File: src/rtl/add_sequencer_if.sv
// Handshake and operand bundle for add_sequencer: the master issues start plus operands,
// the slave returns busy/done and the registered result.
interface add_sequencer_if #(
   parameter int N     = 4,
   parameter int WORDS = 4
);
   localparam int W = N * WORDS;

   logic         start;
   logic [W-1:0] a;
   logic [W-1:0] b;
   logic         c_in;
   logic         sub;
   logic         busy;
   logic         done;
   logic [W-1:0] sum;
   logic         c_out;
   logic         overflow;

   modport master (
      output start, a, b, c_in, sub,
      input  busy, done, sum, c_out, overflow
   );

   modport slave (
      input  start, a, b, c_in, sub,
      output busy, done, sum, c_out, overflow
   );
endinterface

File: src/rtl/add_sequencer.sv
// Serial W-bit adder/subtractor: one N-bit adder slice is reused for WORDS cycles,
// least-significant slice first, with the carry held in a register between slices.
module add_sequencer #(
   parameter int N     = 4,
   parameter int WORDS = 4
) (
   input logic           clk,
   input logic           reset,
   add_sequencer_if.slave bus
);
   localparam int W  = N * WORDS;
   localparam int IW = (WORDS > 1) ? $clog2(WORDS) : 1;
   localparam logic [IW-1:0] LAST_IDX = IW'(WORDS - 1);

   typedef enum logic [1:0] {IDLE, RUN, DONE} state_t;

   state_t        state;
   logic [W-1:0]  op_a;
   logic [W-1:0]  op_b;
   logic [W-1:0]  acc;
   logic          carry;
   logic          op_sub;
   logic [IW-1:0] idx;

   logic          busy_q;
   logic          done_q;
   logic [W-1:0]  sum_q;
   logic          c_out_q;
   logic          overflow_q;

   logic [N-1:0]  slice_x;
   logic [N-1:0]  slice_y;
   logic [N-1:0]  slice_word;
   logic          slice_carry;
   logic [W-1:0]  next_acc;
   logic          next_overflow;

   // The single shared slice adder, fed by the slice selected by idx.
   always_comb begin
      slice_x = op_a[int'(idx) * N +: N];
      slice_y = op_b[int'(idx) * N +: N];
      {slice_carry, slice_word} = {1'b0, slice_x} + {1'b0, slice_y} + {{N{1'b0}}, carry};
   end

   // Accumulator with the current slice merged in; on the last slice this is the full result.
   // op_b already holds ~b for a subtract, so the overflow rule is the same for both operations.
   always_comb begin
      next_acc = acc;
      next_acc[int'(idx) * N +: N] = slice_word;
      next_overflow = (op_a[W-1] == op_b[W-1]) && (next_acc[W-1] != op_a[W-1]);
   end

   // Control FSM and datapath registers; all outputs come straight from flops.
   always_ff @(posedge clk) begin
      if (reset) begin
         state      <= IDLE;
         op_a       <= '0;
         op_b       <= '0;
         acc        <= '0;
         carry      <= 1'b0;
         op_sub     <= 1'b0;
         idx        <= '0;
         busy_q     <= 1'b0;
         done_q     <= 1'b0;
         sum_q      <= '0;
         c_out_q    <= 1'b0;
         overflow_q <= 1'b0;
      end else begin
         case (state)
            IDLE: begin
               if (bus.start) begin
                  op_a   <= bus.a;
                  op_b   <= bus.sub ? ~bus.b : bus.b;
                  carry  <= bus.sub ? 1'b1 : bus.c_in;
                  op_sub <= bus.sub;
                  idx    <= '0;
                  busy_q <= 1'b1;
                  state  <= RUN;
               end
            end
            RUN: begin
               acc   <= next_acc;
               carry <= slice_carry;
               if (idx == LAST_IDX) begin
                  sum_q      <= next_acc;
                  c_out_q    <= slice_carry;
                  overflow_q <= next_overflow;
                  done_q     <= 1'b1;
                  state      <= DONE;
               end else begin
                  idx <= idx + 1'b1;
               end
            end
            DONE: begin
               done_q <= 1'b0;
               busy_q <= 1'b0;
               state  <= IDLE;
            end
            default: state <= IDLE;
         endcase
      end
   end

   assign bus.busy     = busy_q;
   assign bus.done     = done_q;
   assign bus.sum      = sum_q;
   assign bus.c_out    = c_out_q;
   assign bus.overflow = overflow_q;

   // op_sub records the operation kind for debug visibility; the datapath itself works from op_b.
   logic unused_ok;
   assign unused_ok = op_sub;
endmodule

File: src/flat_wrapper.sv
// flat-port wrapper written by rule: the top's interface ports become plain ports
module add_sequencer_flat 
#(
   parameter int N     = 4,
   parameter int WORDS = 4
)
  (clk, reset, bus_start, bus_a, bus_b, bus_c_in, bus_sub, bus_busy, bus_done, bus_sum, bus_c_out, bus_overflow);
  add_sequencer_if #(.N(N), .WORDS(WORDS)) bus_i ();
  input logic clk;
  input logic reset;
  input wire logic [$bits(bus_i.start)-1:0] bus_start;
  input wire logic [$bits(bus_i.a)-1:0] bus_a;
  input wire logic [$bits(bus_i.b)-1:0] bus_b;
  input wire logic [$bits(bus_i.c_in)-1:0] bus_c_in;
  input wire logic [$bits(bus_i.sub)-1:0] bus_sub;
  output wire logic [$bits(bus_i.busy)-1:0] bus_busy;
  output wire logic [$bits(bus_i.done)-1:0] bus_done;
  output wire logic [$bits(bus_i.sum)-1:0] bus_sum;
  output wire logic [$bits(bus_i.c_out)-1:0] bus_c_out;
  output wire logic [$bits(bus_i.overflow)-1:0] bus_overflow;
  assign bus_i.start = bus_start;
  assign bus_i.a = bus_a;
  assign bus_i.b = bus_b;
  assign bus_i.c_in = bus_c_in;
  assign bus_i.sub = bus_sub;
  assign bus_busy = bus_i.busy;
  assign bus_done = bus_i.done;
  assign bus_sum = bus_i.sum;
  assign bus_c_out = bus_i.c_out;
  assign bus_overflow = bus_i.overflow;
  add_sequencer #(.N(N), .WORDS(WORDS)) u_core (.clk(clk), .reset(reset), .bus(bus_i));
endmodule
File: config.mk
export PLATFORM = sky130hd
export DESIGN_NAME = add_sequencer_flat
export DESIGN_NICKNAME = d
export VERILOG_FILES = /design/src/rtl/add_sequencer_if.sv /design/src/rtl/add_sequencer.sv /design/src/flat_wrapper.sv
export SDC_FILE = /design/constraint.sdc
export NUM_CORES = 1
export LEC_CHECK = 0
export ABC_CLOCK_PERIOD_IN_PS = 3740
export CORE_AREA = 2 2 87 81
export DETAILED_ROUTE_END_ITERATION = 8
export DIE_AREA = 0 0 89 83
export GPL_TIMING_DRIVEN = 0
export PLACE_DENSITY = 0.78
export RECOVER_POWER = 25
export SKIP_CTS_REPAIR_TIMING = 1
export SLEW_MARGIN = 20
export SYNTH_ARGS = -nofsm -noshare
export SYNTH_HDL_FRONTEND = slang
export SYNTH_SLANG_ARGS = --single-unit
File: constraint.sdc
create_clock -name clk -period 3.74 [get_ports clk]
set_input_delay 0.748 -clock clk [delete_from_list [all_inputs] [get_ports clk]]
set_output_delay 0.748 -clock clk [all_outputs]
set_load 0.02 [all_outputs]
Word level (Yosys, flattened, before mapping):

Index checks and enable logic that the tools add are counted.

* register bits: 73
* input port bits: 37
* output and inout bits: 20
* logic and storage cells: 55

* $add $sub $neg: 4
* equality and inequality tests: 8
* shift-type cells: 4
* muxes and demuxes: 15
* bitwise operators: 1
* reduce and logical (&&, ||, !) cells: 12

Operator list (number)
* negator 4 -> 33 bit: 1
* variable shift 4 x 33 -> 16 bit (first input constant): 1
* indexed part select 4 x 33 -> 16 bit: 1
* indexed part select 16 x 5 -> 4 bit: 2
* bitwise mux 16 bit: 1
* 2-to-1 mux 16 bit: 1
* inverter 16 bit: 1
* AND reduction 2 bit: 6
* 2-to-1 mux 2 bit: 4
* one-hot mux 2 bit (2 select lines): 2
* one-hot mux 1 bit (2 select lines): 3
* nonzero test 2 bit: 3
* adder 4 x 4 -> 5 bit: 1
* adder 5 x 1 -> 5 bit: 1
* equality test 2 bit (second input constant): 2
* 2-to-1 mux 1 bit: 4
* inequality test 2 bit (second input constant): 2
* AND reduction 3 bit: 1
* adder 2 x 1 -> 2 bit (second input constant): 1
* equality test 2 x 1 -> 1 bit (second input constant): 1
* logical NOT 2 bit: 1
* inequality test 2 x 1 -> 1 bit (second input constant): 1
* equality test 1 bit: 1
* logical AND 1 bit: 1
* inequality test 1 bit: 1

Logic depth before layout (Yosys ltp):

Gate-level depths: netlist (run 1).

* depth after elaboration: 7
* gate-level depth with buffers: 9
* mapped depth without buffers: 8

Least setup slack after synthesis (run 1):

OpenSTA, ideal clock, no wires.

* path kind: register to register
* start point: register u_core.idx[0]
* end point: register u_core.acc[9]
* library setup time: 0.065 ns
* arrival: 2.663 ns
* required time: 3.675 ns
* setup slack: 1.012 ns
* stages on the path, launching flop included: 9
* buffers on the path: 1
* period minus slack after synthesis: 2.728 ns
* path through: dfxtp_1 -> buf_2 -> mux4_2 -> fa_1 -> inv_1 -> fa_1 -> nor3_1 -> a22oi_1 -> nor2_1

* longest elaborated chain between the ends: 5
* elaborated cells between the ends (all ways): 8
* those cells by class: 3 x add/sub; 4 x shift; 1 x mux

RTL lines
* from (decl): RTL line add_sequencer.sv:23 `logic [IW-1:0] idx;`
* from (signal assigned): RTL line add_sequencer.sv:91 `idx <= idx + 1'b1;`
* indexed part select 16 x 5 -> 4 bit, on equally long branches: RTL line add_sequencer.sv:40, add_sequencer.sv:41
* adder 4 x 4 -> 5 bit: RTL line add_sequencer.sv:42 `{slice_carry, slice_word} = {1'b0, slice_x} + {1'b0, slice_y} + {{N{1'b0}}, carry};`
* adder 5 x 1 -> 5 bit: RTL line add_sequencer.sv:42
* indexed part select 4 x 33 -> 16 bit: RTL line add_sequencer.sv:49 `next_acc[int'(idx) * N +: N] = slice_word;`
* bitwise mux 16 bit *: RTL line add_sequencer.sv:49
* to (signal assigned): RTL line add_sequencer.sv:82 `acc <= next_acc;`
* to (decl): RTL line add_sequencer.sv:20 `logic [W-1:0] acc;`

Every way passes the cells marked *; elsewhere a longest branch is shown, timed or not.
A chain may end at the register's enable or synchronous reset.

Final worst setup path (run 1):

Same ends and word-level chain as after synthesis.

==> results.sh, run 1 <==
export IMPL_place_hpwl_um=5860
export IMPL_die_area_um2=7390
export IMPL_grt_pass1_wl_um=13600
export IMPL_route_vias_total=2923
export IMPL_relSlewSlack_pct=56.9
export IMPL_yosys_area_share_simple_pct=19.7
export IMPL_crit_type="reg2reg"
export IMPL_r2r_cells=8
export IMPL_r2r_start="u_core.idx[0]"
export IMPL_ys_seq_elements=73
export IMPL_htree_num_levels=3
export IMPL_crit_buf_inv=2
export IMPL_syn_instance_count=365
export IMPL_cts_buffer_depth=2
export IMPL_slowest_delay_ns=0.59
export IMPL_syn_nets=413
export IMPL_finalClockSkew_ns=0.00856
export IMPL_netlist_area_um2=3320
export IMPL_gp_congestion=0.844
export IMPL_final_hold_viol_count=0
export IMPL_fillers=546
export IMPL_synth_cell_types=38
export IMPL_crit_top_cell="fa_1"
export IMPL_use_met3_pct=7.26
export IMPL_clockRootBuffer="clkbuf_8"
export IMPL_area_growth_pct=25.2
export IMPL_grt_usage_pct=23.7
export IMPL_syn_area_per_cell_um2=9.09
export IMPL_hold_path_startpoint="u_core.acc[15]"
export IMPL_ys_warn_count=0
export IMPL_grt_pass1_vias=2810
export IMPL_final_cells=525
export IMPL_core_area_um2=6450
export IMPL_wire_per_inst_um=15.4
export IMPL_clk_insertion_delay_late_ns=0.36
export IMPL_whs_ns=0.454
export IMPL_postPlaceCellArea_um2=3970
export IMPL_min_to="u_core.acc[15]"
export IMPL_die_x_um=89
export IMPL_post_place_ws_ns=0.587
export IMPL_outcome="completed"
export IMPL_met2_usage_pct=38.5
export IMPL_layout_common_cells="73 x dfxtp_1, 52 x nor2_1, 43 x nand2_1"
export IMPL_whs_path_depth=2
export IMPL_grt_max_degree=13
export IMPL_final_seq_area_um2=1460
export IMPL_antenna_found_initial=0
export IMPL_drc=0
export IMPL_crit_path_end_kind="register"
export IMPL_worst_slack_ns=0.540
export IMPL_synthMuxAreaShare_pct=5.43
export IMPL_drt_iter0_markers=164
export IMPL_viasPerCell=5.57
export IMPL_fp_dieH_um=83
export IMPL_rows=28
export IMPL_portBuffers=54
export IMPL_cts_sinks=73
export IMPL_fin_util_pct=64.5
export IMPL_layout_drive_gt1_share_pct=9.43
export IMPL_multi_input_area_um2=1690
export IMPL_start_util_pct=51.5
export IMPL_arrival_ns=3.49
export IMPL_finalCritPeriodShare_pct=85.5
export IMPL_cts_buffers=9
export IMPL_setup_viol=0
export IMPL_synth_compound_area_share_pct=16.9
export IMPL_cp_start_kind="register"
export IMPL_r2r_end="u_core.acc[9]"
export IMPL_cp_top_family="adder cells"
export IMPL_tritoncts="done"
export IMPL_grt_busiest_layer="met2"
export IMPL_nets=478
export IMPL_wl_um=8100
export IMPL_regToRegSetupSlack_ns=0.54
export IMPL_power_mw=1.71
export IMPL_worst_slew_pin_transition_ns=0.642
export IMPL_period_minus_slack_ns=3.20
export IMPL_cp_slowest_cell="mux4_2"
export IMPL_yosys_area_share_adder_pct=4.60
export IMPL_hp_class="reg2reg"
export IMPL_overflow=0
export IMPL_ant_nets=0
export IMPL_place_inst=509
export IMPL_p_per_area_nw_per_um2=412
export IMPL_synth_top_family_by_area="simple AND/OR/NAND/NOR gates"
export IMPL_rsz0062_at_grt="false"
export IMPL_p_leak_nw=1.51
export IMPL_cts_clk_slew_worst_paths_ns=0.08
export IMPL_max_cap_viol_count=0
export IMPL_fin_setup_tns_ns=0
export IMPL_path_cells="buf_2 -> mux4_2 -> fa_1 -> inv_1 -> fa_1 -> nor3_1 -> a22oi_1 -> nor2_1"
export IMPL_crit_fanout=10
export IMPL_fin_area_um2=4160
export IMPL_synth_xor_area_share_pct=4.49
export IMPL_antenna_cells=0
export IMPL_finalMaxSlewViolations=0
export IMPL_dr_pass1_iters=5
export IMPL_ys_seq_area_share_pct=44.0
export IMPL_final_common_cell="dfxtp_1"
export IMPL_fmax_ghz=0.313
export IMPL_io_pins=57
export IMPL_worst_ep_required_time_ns=4.04
export IMPL_irDropWorstVdd_mv=0.250
export IMPL_use_met1_pct=30.5
==> layer usage <==
| metal | routed length [µm] | vias up |
|---|---|---|
| li1 | - | 1427 |
| met1 | 3650 | 1380 |
| met3 | 467 | 11 |
| met5 | 0 | - |
| met4 | 109 | 0 |
| met2 | 3870 | 105 |
==> layout make-up <==
type,instances,area share [%]
multi-input cells,254,40.7
flip-flops and latches,73,35.2
repair buffers,54,13.0
clock buffers,11,3.16
plain buffers,26,2.77
well taps,90,2.71
clock inverters,5,1.36
inverters,12,1.08
==> worst max path at each step <==
stage	start	endpoint	slack, ns	cells past startpoint
global route	u_core.idx[0]	u_core.acc[5]	0.32	8
finish	u_core.idx[0]	u_core.acc[9]	0.54	8
detailed placement	u_core.idx[0]	u_core.acc[1]	0.59	8
CTS	u_core.idx[0]	u_core.acc[1]	0.56	8
global placement	u_core.idx[0]	u_core.acc[9]	0.61	8
floorplan	u_core.idx[0]	u_core.acc[9]	1.01	8
==> power breakdown <==
part / switching [mW] / internal [mW] / total [mW]
Clock: 0.297 / 0.307 / 0.604
Combinational: 0.158 / 0.116 / 0.274
Sequential: 0.0211 / 0.811 / 0.832
Total: 0.476 / 1.23 / 1.71
==> tightest hold or removal path, cell delays in order, from the launching register on <==
cell     delay (ns)
dfxtp_1        0.31
nand2_1        0.05
a21oi_1        0.05
==> cells in the mapped netlist, drive strengths merged <==
library cell | instances | area share (%)
a211oi | 21 | 4.7
a21bo | 1 | 0.30
a21oi | 29 | 4.4
a221oi | 12 | 3.2
a22oi | 9 | 2.0
a311oi | 1 | 0.26
a31o | 1 | 0.26
a31oi | 1 | 0.19
a32oi | 4 | 1.1
and2 | 2 | 0.38
buf | 12 | 1.9
clkbuf | 14 | 1.6
dfxtp | 73 | 44
fa | 2 | 1.2
ha | 9 | 3.4
inv | 12 | 1.4
mux4 | 8 | 5.4
nand2 | 44 | 5.1
nand3 | 4 | 0.60
nand3b | 2 | 0.45
nand4 | 5 | 0.94
nor2 | 52 | 5.9
nor2b | 3 | 0.57
nor3 | 17 | 2.7
nor3b | 2 | 0.60
nor4 | 1 | 0.64
nor4b | 2 | 1.4
o21a | 1 | 0.23
o21ai | 2 | 0.30
or3 | 1 | 0.19
or3b | 1 | 0.26
xnor2 | 17 | 4.5
==> kinds of logic after synthesis <==
group	Yosys count
simple gates	136
compound gates	82
flops	73
buf+inv	38
xor+xnor	17
fa+ha+maj	11
mux	8
==> state kept, by name, summed over array words and instances (netlist names) <==
register,count
u_core.acc,16
u_core.bus.busy,1
u_core.bus.c_out,1
u_core.bus.done,1
u_core.bus.overflow,1
u_core.bus.sum,16
u_core.carry,1
u_core.idx,2
u_core.op_a,16
u_core.op_b,16
u_core.state,2
(Power assumes the default switching activity.)
==> run 2: changes to the inputs <==
--- a/config.mk
+++ b/config.mk
@@ -9,9 +9,9 @@
 export CORE_AREA = 2 2 87 81
 export DETAILED_ROUTE_END_ITERATION = 8
 export DIE_AREA = 0 0 89 83
-export GPL_TIMING_DRIVEN = 0
 export PLACE_DENSITY = 0.78
 export RECOVER_POWER = 25
+export SETUP_SLACK_MARGIN = 0.05
 export SKIP_CTS_REPAIR_TIMING = 1
 export SLEW_MARGIN = 20
 export SYNTH_ARGS = -nofsm -noshare
==> run 2 against run 1 <==
Net effect:
- the run now ends with max-capacitance violations, max-slew violations left
- total power up 16%
- non-clock buffer count down 19
- design area up 1.2%
- via count down 4.1%
- first-iteration DRC count up 19%
- core utilization up 0.78 points
- clock skew down 0.0026 ns
- critical endpoint is now u_core.acc[5]
- largest cell class unchanged
==> results.sh, run 2 (synthesized netlist as in run 1, its figures left out) <==
export IMPL_crit_type="reg2reg"
export IMPL_cts_buffers=9
export IMPL_multi_input_area_um2=1700
export IMPL_area_growth_pct=26.7
export IMPL_whs_ns=0.457
export IMPL_finalClockSkew_ns=0.00591
export IMPL_cts_buffer_depth=2
export IMPL_cp_start_kind="register"
export IMPL_grt_usage_pct=22.0
export IMPL_period_minus_slack_ns=2.79
export IMPL_min_to="u_core.op_a[10]"
export IMPL_final_seq_area_um2=1460
export IMPL_wire_per_inst_um=15.1
export IMPL_io_pins=57
export IMPL_p_per_area_nw_per_um2=471
export IMPL_final_cells=506
export IMPL_portBuffers=56
export IMPL_crit_fanout=8
export IMPL_layout_drive_gt1_share_pct=9.38
export IMPL_r2r_start="u_core.idx[0]"
export IMPL_whs_path_depth=2
export IMPL_p_leak_nw=1.53
export IMPL_arrival_ns=3.06
export IMPL_layout_common_cells="73 x dfxtp_1, 52 x nor2_1, 43 x nand2_1"
export IMPL_viasPerCell=5.54
export IMPL_finalCritPeriodShare_pct=74.7
export IMPL_r2r_end="u_core.acc[5]"
export IMPL_cts_clk_slew_worst_paths_ns=0.08
export IMPL_regToRegSetupSlack_ns=0.95
export IMPL_grt_max_degree=52
export IMPL_drc=0
export IMPL_dr_pass1_iters=4
export IMPL_clk_insertion_delay_late_ns=0.35
export IMPL_worst_slew_pin_transition_ns=2.17
export IMPL_die_x_um=89
export IMPL_gp_congestion=0.934
export IMPL_finalMaxSlewViolations=52
export IMPL_nets=459
export IMPL_irDropWorstVdd_mv=0.250
export IMPL_r2r_cells=7
export IMPL_outcome="finished, violations left"
export IMPL_antenna_cells=0
export IMPL_max_cap_viol_count=1
export IMPL_hp_class="reg2reg"
export IMPL_fp_dieH_um=83
export IMPL_antenna_found_initial=0
export IMPL_hold_path_startpoint="u_core.op_a[10]"
export IMPL_fmax_ghz=0.358
export IMPL_final_hold_viol_count=0
export IMPL_fin_setup_tns_ns=0
export IMPL_fillers=564
export IMPL_power_mw=1.98
export IMPL_rows=28
export IMPL_die_area_um2=7390
export IMPL_crit_path_end_kind="register"
export IMPL_worst_ep_required_time_ns=4.01
export IMPL_grt_pass1_wl_um=12700
export IMPL_violations="max-capacitance violations, max-slew violations"
export IMPL_cts_sinks=73
export IMPL_relSlewSlack_pct=-44.9
export IMPL_final_common_cell="dfxtp_1"
export IMPL_setup_viol=0
export IMPL_drt_iter0_markers=195
export IMPL_overflow=0
export IMPL_fin_area_um2=4210
export IMPL_postPlaceCellArea_um2=3920
export IMPL_wl_um=7630
export IMPL_tritoncts="done"
export IMPL_place_hpwl_um=5330
export IMPL_grt_pass1_vias=2611
export IMPL_core_area_um2=6450
export IMPL_start_util_pct=51.5
export IMPL_rsz0062_at_grt="false"
export IMPL_place_inst=490
export IMPL_route_vias_total=2802
export IMPL_clockRootBuffer="clkbuf_8"
export IMPL_htree_num_levels=3
export IMPL_ant_nets=0
-- run 2: cell types whose count changed in the layout (fill, tap and decap cells not counted), sizes merged --
cell | previous run | this run
clkdlybuf4s50 | 39 | 42
buf | 11 | 5
clkbuf | 26 | 10
clkinv | 3 | 1
bufinv | 1 | 5
dlygate4sd3 | 15 | 13
-- run 2: metal layers --
metal	wire length, µm	global-route usage (%)
met4	93	9.09
met2	3810	34.8
met5	0	0
met3	462	4.37
met1	3260	29.1
-- run 2: where the power goes --
part / internal, mW / leakage [nW] / switching (mW)
combinational: 0.117 / 0.790 / 0.146
sequential: 0.811 / 0.595 / 0.0260
clock: 0.579 / 0.140 / 0.305
total: 1.51 / 1.53 / 0.476
-- run 2: cell type report --
cell class              instances  share of cell area (%)
flip-flops and latches         73                    34.8
clock inverters                 7                    3.96
well taps                      90                    2.68
inverters                      12                    1.07
repair buffers                 61                    14.1
clock buffers                   9                    2.95
multi-input cells             254                    40.5
-- run 2: worst max path at each step --
stage	from	to	slack (ns)
2_1_floorplan	u_core.idx[0]	u_core.acc[9]	1.01
3_3_place_gp	u_core.idx[0]	u_core.acc[5]	1.02
3_5_place_dp	u_core.idx[0]	u_core.acc[5]	0.99
4_1_cts	u_core.idx[0]	u_core.acc[5]	0.96
5_1_grt	u_core.idx[1]	u_core.bus.overflow	0.74
6_report	u_core.idx[0]	u_core.acc[5]	0.95
-- run 2: worst max-delay path, cell delays in order (launching register included) --
cell and delay (ns):
dfxtp_1 0.57, mux4_2 0.58, fa_1 0.43, inv_1 0.08, fa_1 0.42, nor3_1 0.37, a22oi_1 0.16, nor2_1 0.10
-- run 2: per-stage QoR --
step,worst slack (ns),util [%]
after floorplan,1.01,-
after global placement,1.02,60.8
after detailed placement,0.993,60.8
after CTS,0.964,65.3
after global routing,0.745,65.2
final,0.947,65.2
